### config.mk
export PLATFORM = sky130hd
export DESIGN_NAME = matvec_row_sequencer
export DESIGN_NICKNAME = d
export VERILOG_FILES = /design/src/rtl/matvec_row_sequencer.sv
export SDC_FILE = /design/constraint.sdc
export NUM_CORES = 1
export LEC_CHECK = 0
export ABC_AREA = 1
export CELL_PAD_IN_SITES_DETAIL_PLACEMENT = 1
export CELL_PAD_IN_SITES_GLOBAL_PLACEMENT = 2
export CORE_MARGIN = 2
export CORE_UTILIZATION = 31
export DETAILED_ROUTE_END_ITERATION = 6
export PLACE_DENSITY_LB_ADDON = 0.1
export SETUP_SLACK_MARGIN = 0.05
export SLEW_MARGIN = 10
export SYNTH_ARGS = -nofsm -noshare
export SYNTH_HDL_FRONTEND = slang
export SYNTH_SLANG_ARGS = --single-unit
export TNS_END_PERCENT = 20
### constraint.sdc
create_clock -name clk -period 1.7 [get_ports clk]
set_clock_uncertainty 0.15 [all_clocks]
set_input_delay 0.51 -clock clk [delete_from_list [all_inputs] [get_ports clk]]
set_output_delay 0.51 -clock clk [all_outputs]
set_load 0.005 [all_outputs]
### src/rtl/matvec_row_sequencer.sv
// matvec_row_sequencer
// Sequences one matrix-row job: loads vec_len data/weight pairs into the
// FIFOs, streams them out to the processing-element chain, waits NUM_PE
// cycles for the chain to drain, then holds result_valid until the consumer
// takes the results.
// Optional feature: define MATVEC_SEQ_PERF_CNT_EN to add the perf_cycles
// busy-cycle counter output.
module matvec_row_sequencer #(
  parameter int NUM_PE  = 16,
  parameter int MAX_LEN = 16,
  parameter int LEN_W   = 5
) (
  input  logic             clk,
  input  logic             rst,
  input  logic             start,
  input  logic [LEN_W-1:0] vec_len,
  input  logic             in_valid,
  output logic             in_ready,
  input  logic             fifo_full,
  input  logic             fifo_empty,
  output logic             fifo_wr_en,
  output logic             fifo_rd_en,
  output logic             pe_clear,
  output logic             busy,
  output logic             len_err,
  output logic             result_valid,
  input  logic             result_ready
`ifdef MATVEC_SEQ_PERF_CNT_EN
  ,
  output logic [15:0]      perf_cycles
`endif
);

  localparam int DRN_W = $clog2(NUM_PE + 1);

  typedef enum logic [2:0] {
    ST_IDLE    = 3'd0,
    ST_LOAD    = 3'd1,
    ST_COMPUTE = 3'd2,
    ST_DRAIN   = 3'd3,
    ST_HOLD    = 3'd4
  } state_t;

  state_t             state_r;
  state_t             state_nxt_s;
  logic [LEN_W-1:0]   len_r;
  logic [LEN_W-1:0]   load_cnt_r;
  logic [LEN_W-1:0]   rd_cnt_r;
  logic [DRN_W-1:0]   drain_cnt_r;
  logic               pe_clear_r;
  logic               len_err_r;
  logic               len_ok_s;
  logic               accept_s;
  logic               reject_s;
  logic               wr_s;
  logic               rd_s;

  // Start qualification: only a length in 1..MAX_LEN starts a job from IDLE.
  always_comb begin
    len_ok_s = (vec_len != {LEN_W{1'b0}}) && (vec_len <= LEN_W'(MAX_LEN));
    accept_s = 1'b0;
    reject_s = 1'b0;
    if (state_r == ST_IDLE) begin
      accept_s = start & len_ok_s;
      reject_s = start & ~len_ok_s;
    end else begin
      accept_s = 1'b0;
      reject_s = 1'b0;
    end
  end

  // Next-state and handshake outputs; handshakes follow the FIFO flags within the cycle.
  always_comb begin
    state_nxt_s  = state_r;
    in_ready     = 1'b0;
    fifo_wr_en   = 1'b0;
    fifo_rd_en   = 1'b0;
    busy         = 1'b1;
    result_valid = 1'b0;
    wr_s         = 1'b0;
    rd_s         = 1'b0;
    case (state_r)
      ST_IDLE: begin
        busy = 1'b0;
        if (accept_s) begin
          state_nxt_s = ST_LOAD;
        end else begin
          state_nxt_s = ST_IDLE;
        end
      end
      ST_LOAD: begin
        in_ready   = ~fifo_full;
        wr_s       = in_valid & ~fifo_full;
        fifo_wr_en = wr_s;
        if (wr_s && ((load_cnt_r + LEN_W'(1)) == len_r)) begin
          state_nxt_s = ST_COMPUTE;
        end else begin
          state_nxt_s = ST_LOAD;
        end
      end
      ST_COMPUTE: begin
        rd_s       = ~fifo_empty;
        fifo_rd_en = rd_s;
        if (rd_s && ((rd_cnt_r + LEN_W'(1)) == len_r)) begin
          state_nxt_s = ST_DRAIN;
        end else begin
          state_nxt_s = ST_COMPUTE;
        end
      end
      ST_DRAIN: begin
        if (drain_cnt_r == DRN_W'(NUM_PE - 1)) begin
          state_nxt_s = ST_HOLD;
        end else begin
          state_nxt_s = ST_DRAIN;
        end
      end
      ST_HOLD: begin
        result_valid = 1'b1;
        if (result_ready) begin
          state_nxt_s = ST_IDLE;
        end else begin
          state_nxt_s = ST_HOLD;
        end
      end
      default: begin
        busy        = 1'b0;
        state_nxt_s = ST_IDLE;
      end
    endcase
  end

  // State register; reset aborts any job in progress.
  always_ff @(posedge clk or negedge rst) begin
    if (!rst) begin
      state_r <= ST_IDLE;
    end else begin
      state_r <= state_nxt_s;
    end
  end

  // Latched length and load/read counters; counters stop at the latched length.
  always_ff @(posedge clk or negedge rst) begin
    if (!rst) begin
      len_r      <= {LEN_W{1'b0}};
      load_cnt_r <= {LEN_W{1'b0}};
      rd_cnt_r   <= {LEN_W{1'b0}};
    end else if (accept_s) begin
      len_r      <= vec_len;
      load_cnt_r <= {LEN_W{1'b0}};
      rd_cnt_r   <= {LEN_W{1'b0}};
    end else begin
      if (wr_s) begin
        load_cnt_r <= load_cnt_r + LEN_W'(1);
      end
      if (rd_s) begin
        rd_cnt_r <= rd_cnt_r + LEN_W'(1);
      end
    end
  end

  // Drain timer: counts the cycles spent waiting for the PE chain skew.
  always_ff @(posedge clk or negedge rst) begin
    if (!rst) begin
      drain_cnt_r <= {DRN_W{1'b0}};
    end else if (state_r == ST_DRAIN) begin
      drain_cnt_r <= drain_cnt_r + DRN_W'(1);
    end else begin
      drain_cnt_r <= {DRN_W{1'b0}};
    end
  end

  // Registered pulses: accumulator clear on the first LOAD cycle, len_err after a rejected start.
  always_ff @(posedge clk or negedge rst) begin
    if (!rst) begin
      pe_clear_r <= 1'b0;
      len_err_r  <= 1'b0;
    end else begin
      pe_clear_r <= accept_s;
      len_err_r  <= reject_s;
    end
  end

  assign pe_clear = pe_clear_r;
  assign len_err  = len_err_r;

`ifdef MATVEC_SEQ_PERF_CNT_EN
  logic [15:0] perf_cycles_r;

  // Busy-cycle counter: cleared on start, saturating, frozen while idle.
  always_ff @(posedge clk or negedge rst) begin
    if (!rst) begin
      perf_cycles_r <= 16'h0000;
    end else if (accept_s) begin
      perf_cycles_r <= 16'h0000;
    end else if (busy && (perf_cycles_r != 16'hFFFF)) begin
      perf_cycles_r <= perf_cycles_r + 16'h0001;
    end else begin
      perf_cycles_r <= perf_cycles_r;
    end
  end

  assign perf_cycles = perf_cycles_r;
`endif

endmodule

# Word level (Yosys, flattened, before mapping)

Cells that the tools add are included.

Bits in registers: 25
Bits of input ports: 12
Word-level logic and storage cells: 50

$add $sub $neg: 3
Order comparisons: 1
Eq/ne operators: 7
Muxes and demuxes: 18
Bitwise operators: 6
Reduce and logical (&&, ||, !) cells: 8

Operators with widths:

| cell                                                 | number |
|---|---|
| 2-to-1 mux 5 bit                                     | 5 |
| adder 5 x 1 -> 5 bit (second input constant)         | 3 |
| case mux 3 bit (5 select lines)                      | 1 |
| equality test 5 bit                                  | 2 |
| 2-to-1 mux 1 bit                                     | 9 |
| equality test 3 x 2 -> 1 bit (second input constant) | 2 |
| 2-to-1 mux 3 bit                                     | 2 |
| equality test 5 x 4 -> 1 bit (second input constant) | 1 |
| <= comparator 5 bit (second input constant)          | 1 |
| nonzero test 5 bit                                   | 1 |
| nonzero test 2 bit                                   | 2 |
| OR reduction 4 bit                                   | 1 |
| AND 1 bit                                            | 3 |
| equality test 3 x 1 -> 1 bit (second input constant) | 1 |
| equality test 3 bit (second input constant)          | 1 |
| logical AND 1 bit                                    | 3 |
| logical NOT 3 bit                                    | 1 |
| NOT 1 bit                                            | 3 |
| 2-to-1 mux 2 bit                                     | 1 |

# Logic depth before layout (Yosys ltp)

Gate-level depths: netlist of the first run.

Depth in word-level cells: 6
Depth in mapped cells: 12
Mapped depth without buffers: 12

# Worst setup path before layout of the first run

OpenSTA, ideal clock, no wires.

Kind: reg2reg
Start point: register load_cnt_r[0]
End point: register state_r[0]
Setup time: 0.119 ns
Data arrival time: 1.267 ns
Required time: 1.431 ns
Setup slack: 0.164 ns
Stages on the path, launching flop included: 11
Path buffers: 0
Path through: dfrtp_1 ha_1 inv_1 nand2_1 nand3_1 nor2_4 nand2_1 nor2_2 nand2_1 nand2_1 nand2_1

Cells in the longest elaborated chain, start to end: 5

Ends and longest elaborated chain:

| item                            | line | source |
|---|---|---|
| start: declaration              | 47   | `logic [LEN_W-1:0] load_cnt_r;` |
| start signal: assignment        | 145  | `load_cnt_r <= {LEN_W{1'b0}};` |
| start signal: assignment        | 149  | `load_cnt_r <= {LEN_W{1'b0}};` |
| start signal: assignment        | 153  | `load_cnt_r <= load_cnt_r + LEN_W'(1);` |
| adder 5 x 1 -> 5 bit            | 95   | `if (wr_s && ((load_cnt_r + LEN_W'(1)) == len_r)) begin` |
| equality test 5 bit             | 95   |  |
| logical AND 1 bit               | 95   |  |
| 2-to-1 mux 2 bit                | 95   |  |
| case mux 3 bit (5 select lines) | 82   | `case (state_r)` |
| named net state_nxt_s[0]        | 45   | `state_t state_nxt_s;` |
| end signal: assignment          | 137  | `state_r <= state_nxt_s;` |
| end: declaration                | 44   | `state_t state_r;` |

The timed path passes the listed nets, and every way through them passes these cells.
A chain may end at the register's enable or synchronous reset.

# Final worst setup path of the first run

Start point: register state_r[0]
End point: output busy

Cells in the longest elaborated chain, start to end: 3
Elaborated cells between the ends (all ways): 6
Those cells by class: eq/ne: 4; mux: 1; reduce/logical: 1

Ends and longest elaborated chain:

| item                                                       | line | source |
|---|---|---|
| equality test 3 x 2 -> 1 bit, or another cell as far along | 82   |  |
| OR reduction 4 bit (no line) (*)                           | --   |  |
| 2-to-1 mux 1 bit (*)                                       | 82   |  |
| end: declaration                                           | 24   | `output logic busy,` |

Mark *: on every way between the ends. The rest lies on a longest branch, timed or not.

==> results of run 1 <==
==> cell usage after synthesis (all sizes together) <==
cell type	number
nand3	16
a21boi	1
nand3b	1
o22ai	1
clkinv	1
dfrtp	25
nor3	1
ha	4
nor2	24
inv	40
nand4	5
buf	1
nand2	60
xor2	1
xnor2	2
o21ai	16
a21oi	5
==> layer usage <==
layer,share of wire [%],global-route usage [%],up-vias
met2,50,29.5,20
met4,2.3,6.79,0
met3,2.9,2.62,8
met5,0,0,-
li1,-,-,738
met1,44,19.9,696
==> state kept, by name, indices dropped and copies added, names as in the netlist <==
signal and flops:
state_r 3, pe_clear 1, drain_cnt_r 5, len_r 5, len_err 1, load_cnt_r 5, rd_cnt_r 5
==> per-stage QoR <==
stage                     cell area (um^2)  total power, W  TNS, ns
after global placement                1890         0.00217    -8.93
final                                 2060         0.00286   -0.675
after floorplan                       1480         0.00172        0
after detailed placement              1890         0.00223    -9.98
after global routing                  2060         0.00314    -1.14
after CTS                             2010         0.00285    -2.22
==> path summary, 6_finish.rpt <==
kind / from / end / slack [ns] / cells after the start
hold / removal: drain_cnt_r[0]$_DFF_PN0_ / drain_cnt_r[0]$_DFF_PN0_ / 0.33 / 1
setup reg to reg: load_cnt_r[1]$_DFFE_PN0P_ / state_r[0]$_DFF_PN0_ / 0.07 / 10
min in group asynchronous: rst / rd_cnt_r[2]$_DFFE_PN0P_ / 0.42 / 2
setup / recovery: state_r[0]$_DFF_PN0_ / busy / -0.18 / 6
max in group asynchronous: rst / len_r[2]$_DFFE_PN0P_ / 0.82 / 2
hold reg to reg: drain_cnt_r[0]$_DFF_PN0_ / drain_cnt_r[0]$_DFF_PN0_ / 0.33 / 1
==> area by class of cell <==
cell class	instances	share of cell area, %
Clock inverter	1	0.243
Multi-Input combinational cell	138	36.1
Timing Repair Buffer	47	20.3
Inverter	41	7.71
Sequential cell	25	30.4
Tap cell	54	3.28
Clock buffer	3	2.00
==> worst reg2reg max path, delay by kind of cell, from the launching register on <==
kind          cells  cell delay, ns
flops             1            0.43
fa+ha+maj         1            0.32
simple gates      8            0.59
buf+inv           1            0.06
==> timing repair <==
action                                  CTS  global route
endpoints found under the setup margin   25            23
cloned                                    0             1
buffers inserted                          8             0
pin swaps                                 4             5
resized for setup                        36            17
==> cells by family (layout without fill, tap and decap cells) <==
| kind of cell | Yosys count | in the layout |
|---|---|---|
| fa+ha+maj | 4 | 4 |
| flops | 25 | 25 |
| simple gates | 107 | 108 |
| compound gates | 23 | 23 |
| xor+xnor | 3 | 3 |
| buf+inv | 42 | 92 |
==> report_power, final <==
part	switching [W]	total (W)	internal [W]
registers	0.000188	0.000983	0.000795
clock network	0.000213	0.000378	0.000165
logic	0.000826	0.00150	0.000671
==> metrics, run 1 <==
CTS HTree Levels=1; Initial Util=31.7%; leakage power figure=1.11 nW; area of the multi-input gates=743 um^2; antenna cell count=0; hold slack final=0.325 ns; row count=25; critical path buffer and inverter count=3; GRT Total Usage=16.7%; Max Fanout on Critical Path=2; Final Core Density=44.2%; clk sink count=25; CP delay by family, top=flip-flops; Top cell by count, worst path=nand2_1; Vias/cell=4.73; post-route clock period utilization=111%; Critical Path AT=1.22 ns; filler cell count=582; Root Buffer=clkbuf_8; Clock Latency Late Sink=0.28 ns; net count after synthesis=220; number of global-route vias before repair=1546; clk slew on worst S/H paths=0.10 ns; main combinational cell family by area after synthesis=simple AND/OR/NAND/NOR gates; Seq/Total Area, Yosys=42.3%; Final WS setup=-0.182 ns; DRT Pass-1 Iters=4; I/O Pins=19; TritonCTS Buffers=3; Synth Area in XOR/XNOR=1.78%; Chip Height=73.0 um; Mapped Cells=204; die area=5330 um^2; die width=73.0 um; drt wl/cell=13.3 um; Worst Max-Slew Pin Slew=0.256 ns; layout cell share with drive strength beyond 1=29.8%; most frequent cells in the layout=56 x nand2_1, 25 x dfrtp_1, 24 x buf_4, 22 x inv_1, 18 x inv_2; failing checks=setup timing; unique cell type count in the Yosys netlist=25; DP HPWL=3110 um; routed vias=1462; crit-path cells=inv_2, nand2_2, buf_4, nand2_1, nand2_1, buf_2; Synth Register Bits=25; placed cells=297; most common cell after layout, fill and taps aside=nand2_1; Pins Over Slew Limit=0; Setup Slack @ Placement=-0.755 ns; Routed WL=4100 um; Post-Synth Adder-Cell Area=3.39%; post-synth top area cell=dfrtp_1; Worst Setup End Kind=output pin; CP max stage delay=0.42 ns; data required time of the critical path=1.04 ns; IO buf count=18; Area Overhead vs Synth=39.5%; Crit-path slowest cell=dfrtp_1; DR DRC count=0; status=finished with violations; final net count=272; largest net degree at the start of global routing=26; Fmax achieved=531 MHz; Max Buffers Root-to-Sink=2; minimum clock period=1.88 ns; CTS Hold Bufs=0; CTS tree=yes; Final Setup Violations=5; mux cell area share after synthesis=0%; initial drt markers=39; Cell Pwr Density=1390 nW/um^2; HP Class=reg2reg; startpoint class of the critical path=register; RSZ-0062 raised after global routing=yes; Slew headroom=82.7%; mapped cell area=1480 um^2; Yosys warnings=0; initial antenna violation count=0; Peak VDD IR=0.000446 V; Synth top area share=42.3%; total grt overflow=0; Synth Area in Compound Gates=8.81%; GP Congestion=0.820; antenna violation net count after detailed routing=0; register area=626 um^2; dominant cells by area after synthesis=dfrtp_1 42%, nand2_1 15%, inv_1 6.1%, nor2_1 4.8%, nand3_1 4.7%; final std cells w/o fill=309; first-pass GRT wire length=6810 um; max-capacitance violation count=0; Final Hold Fails=0; Avg Cell Area, Syn=7.24 um^2; kind of critical path=reg2out; simple-gate share of the synthesized area=32.5%; Core ar.=4660 um^2
No activity file was read; power rests on OpenSTA's default activity.
==> run 2: changes to the inputs <==
--- a/config.mk
+++ b/config.mk
@@ -5,11 +5,10 @@
 export SDC_FILE = /design/constraint.sdc
 export NUM_CORES = 1
 export LEC_CHECK = 0
-export ABC_AREA = 1
 export CELL_PAD_IN_SITES_DETAIL_PLACEMENT = 1
 export CELL_PAD_IN_SITES_GLOBAL_PLACEMENT = 2
 export CORE_MARGIN = 2
-export CORE_UTILIZATION = 31
+export CORE_UTILIZATION = 34
 export DETAILED_ROUTE_END_ITERATION = 6
 export PLACE_DENSITY_LB_ADDON = 0.1
 export SETUP_SLACK_MARGIN = 0.05
==> run 2 against run 1 <==
- the flow still finishes with violations (setup timing)
- global-route usage increased by 1.5 points
- non-clock buffer count increased by 13
- worst hold slack improved by 0.043 ns
- clock-buffer cell count unchanged
- maximum frequency decreased by 9.1%
- critical path depth decreased by 2
- sequential cell count unchanged
- largest power group unchanged
- highest routed layer unchanged
==> metrics, run 2 <==
most common cell after layout, fill and taps aside=buf_4; clk sink count=25; GRT Total Usage=18.1%; Final WS setup=-0.371 ns; Cell Pwr Density=1310 nW/um^2; DR DRC count=0; CTS tree=yes; final net count=203; Routed WL=3560 um; Critical Path AT=1.41 ns; routed wl met3=112 um; drt wl/cell=15.2 um; post-synth top area cell=dfrtp_1; Initial Util=36.0%; Synth Register Bits=25; initial drt markers=18; CP max stage delay=0.40 ns; Fmax achieved=483 MHz; Pins Over Slew Limit=0; DP Area=1850 um^2; die width=67.0 um; placed cells=219; DRT Pass-1 Iters=4; unique cell type count in the Yosys netlist=36; GP Congestion=0.763; Worst Setup End Kind=output pin; data required time of the critical path=1.04 ns; initial antenna violation count=0; Slew headroom=80.3%; startpoint class of the critical path=register; die area=4490 um^2; Vias/cell=4.81; final std cells w/o fill=234; Finished Cell Area=2110 um^2; HP Class=in2reg; Max Fanout on Critical Path=2; IO buf count=18; ys flop type=dfrtp_1; Root Buffer=clkbuf_8; status=finished with violations; met1 WL=1460 um; max-capacitance violation count=0; total grt overflow=0; met2 wire length=1940 um; Mapped Cells=127; Post-synth top cells=25 x dfrtp_1, 18 x nor2_1, 15 x xnor2_1; CTS Hold Bufs=0; routed vias=1125; Final Setup Violations=20; Avg Cell Area, Syn=10.6 um^2; Max Buffers Root-to-Sink=2; most numerous cell in the Yosys netlist=dfrtp_1; Top Layer Used=met4; kind of critical path=reg2out; antenna violation net count after detailed routing=0; first-pass GRT wire length=5940 um; post-route clock period utilization=122%; critical path buffer and inverter count=2; clk slew on worst S/H paths=0.10 ns; EDFF count, synth=0; DP HPWL=2480 um; layout cell share with drive strength beyond 1=41.4%; dominant cells by area after synthesis=dfrtp_1 46%, xnor2_1 9.7%, xor2_1 5.2%, nor2_1 5.0%, ha_1 3.7%; CP delay by family, top=simple AND/OR/NAND/NOR gates; Crit-path slowest cell=dfrtp_1; row count=22; crit-path cells=or3b_4, buf_6, nor2_4, buf_2; net count after synthesis=143; asr flop ratio synth=100%; Reg2Reg Setup Slack=-0.32 ns; largest net degree at the start of global routing=26; Core ar.=3740 um^2; RSZ-0062 raised after global routing=yes; I/O Pins=19; Area Overhead vs Synth=56.2%; Fin Setup TNS=-2.78 ns; TritonCTS Buffers=3; most frequent cells in the layout=28 x buf_4, 25 x dfrtp_1, 13 x nor2_1, 13 x xnor2_1, 11 x buf_6; Synth top area share=46.4%; failing checks=setup timing; Final Hold Fails=0; Seq/Total Area, Yosys=46.4%; Clock Latency Late Sink=0.28 ns; Worst Max-Slew Pin Slew=0.293 ns; Yosys warnings=0; Peak VDD IR=0.000549 V; antenna cell count=0; CTS HTree Levels=1; Chip Height=67.0 um; number of global-route vias before repair=1278; mapped cell area=1350 um^2; minimum clock period=2.07 ns; leakage power figure=0.976 nW
## run 2: changes by cell type after synthesis, moves of 4 or more
cell / previous run / this run
inv_1: 24 / 6
inv_2: 16 / 0
nand2_1: 59 / 5
nand3_1: 14 / 4
nor2_2: 4 / 0
o21ai_0: 8 / 1
o21ai_1: 5 / 0
xnor2_1: 2 / 15
xor2_1: 1 / 8
## run 2: metal layers
metal,global-route usage (%),up-vias
li1,-,546
met1,20.5,564
met2,32.9,11
met3,4.39,4
met4,6.38,0
met5,0,-
## run 2: path summary, 6_finish.rpt
path                                     startpoint                         to  cells after the start
max                            state_r[1]$_DFF_PN0_                 fifo_wr_en                      4
min                                      vec_len[1]       len_r[1]$_DFFE_PN0P_                      2
max reg2reg                    len_r[2]$_DFFE_PN0P_       state_r[0]$_DFF_PN0_                      4
min reg2reg                drain_cnt_r[0]$_DFF_PN0_   drain_cnt_r[0]$_DFF_PN0_                      2
max in group asynchronous                       rst    rd_cnt_r[1]$_DFFE_PN0P_                      2
min in group asynchronous                       rst  load_cnt_r[3]$_DFFE_PN0P_                      2
## run 2: where the power goes
group,internal [W],switching [W]
combinational,0.000856,0.000652
clock,0.000167,0.000210
sequential,0.000755,0.000123
## run 2: logic make-up (layout without fill, tap and decap cells)
family / after synthesis / after routing / synth area share, %
AOI/OAI and AO/OA: 8 / 8 / 3.90
xor gates and xnor gates: 24 / 24 / 16.7
adders and majority gates: 5 / 5 / 4.45
buffers and inverters: 11 / 70 / 3.25
DFF: 25 / 25 / 46.4
muxes: 6 / 6 / 4.92
and+or+nand+nor: 48 / 48 / 20.4
## run 2: per-stage QoR
step | power (W) | worst slack (ns) | utilization (%) | hold WS, ns
after floorplan | 0.00161 | -0.230 | - | 0.0644
after CTS | 0.00271 | -0.412 | 53.8 | 0.365
final | 0.00276 | -0.371 | 56.3 | 0.368
after global routing | 0.00296 | -0.434 | 56.3 | 0.374
after global placement | 0.00209 | -0.904 | 49.3 | 0.362
after detailed placement | 0.00214 | -0.943 | 49.3 | 0.379
## run 2: final cells by class
type | instances | area, um^2
Multi-Input combinational cell | 91 | 800
Inverter | 6 | 22.5
Fill cell | 406 | 1640
Sequential cell | 25 | 626
Clock inverter | 1 | 7.51
Tap cell | 48 | 60.1
Clock buffer | 3 | 41.3
Timing Repair Buffer | 60 | 551
## run 2: timing repair
item | CTS | global route
buffers inserted | 8 | 3
gates resized for setup | 49 | 21
setup endpoints to repair | 25 | 23
pin swaps | 9 | 10
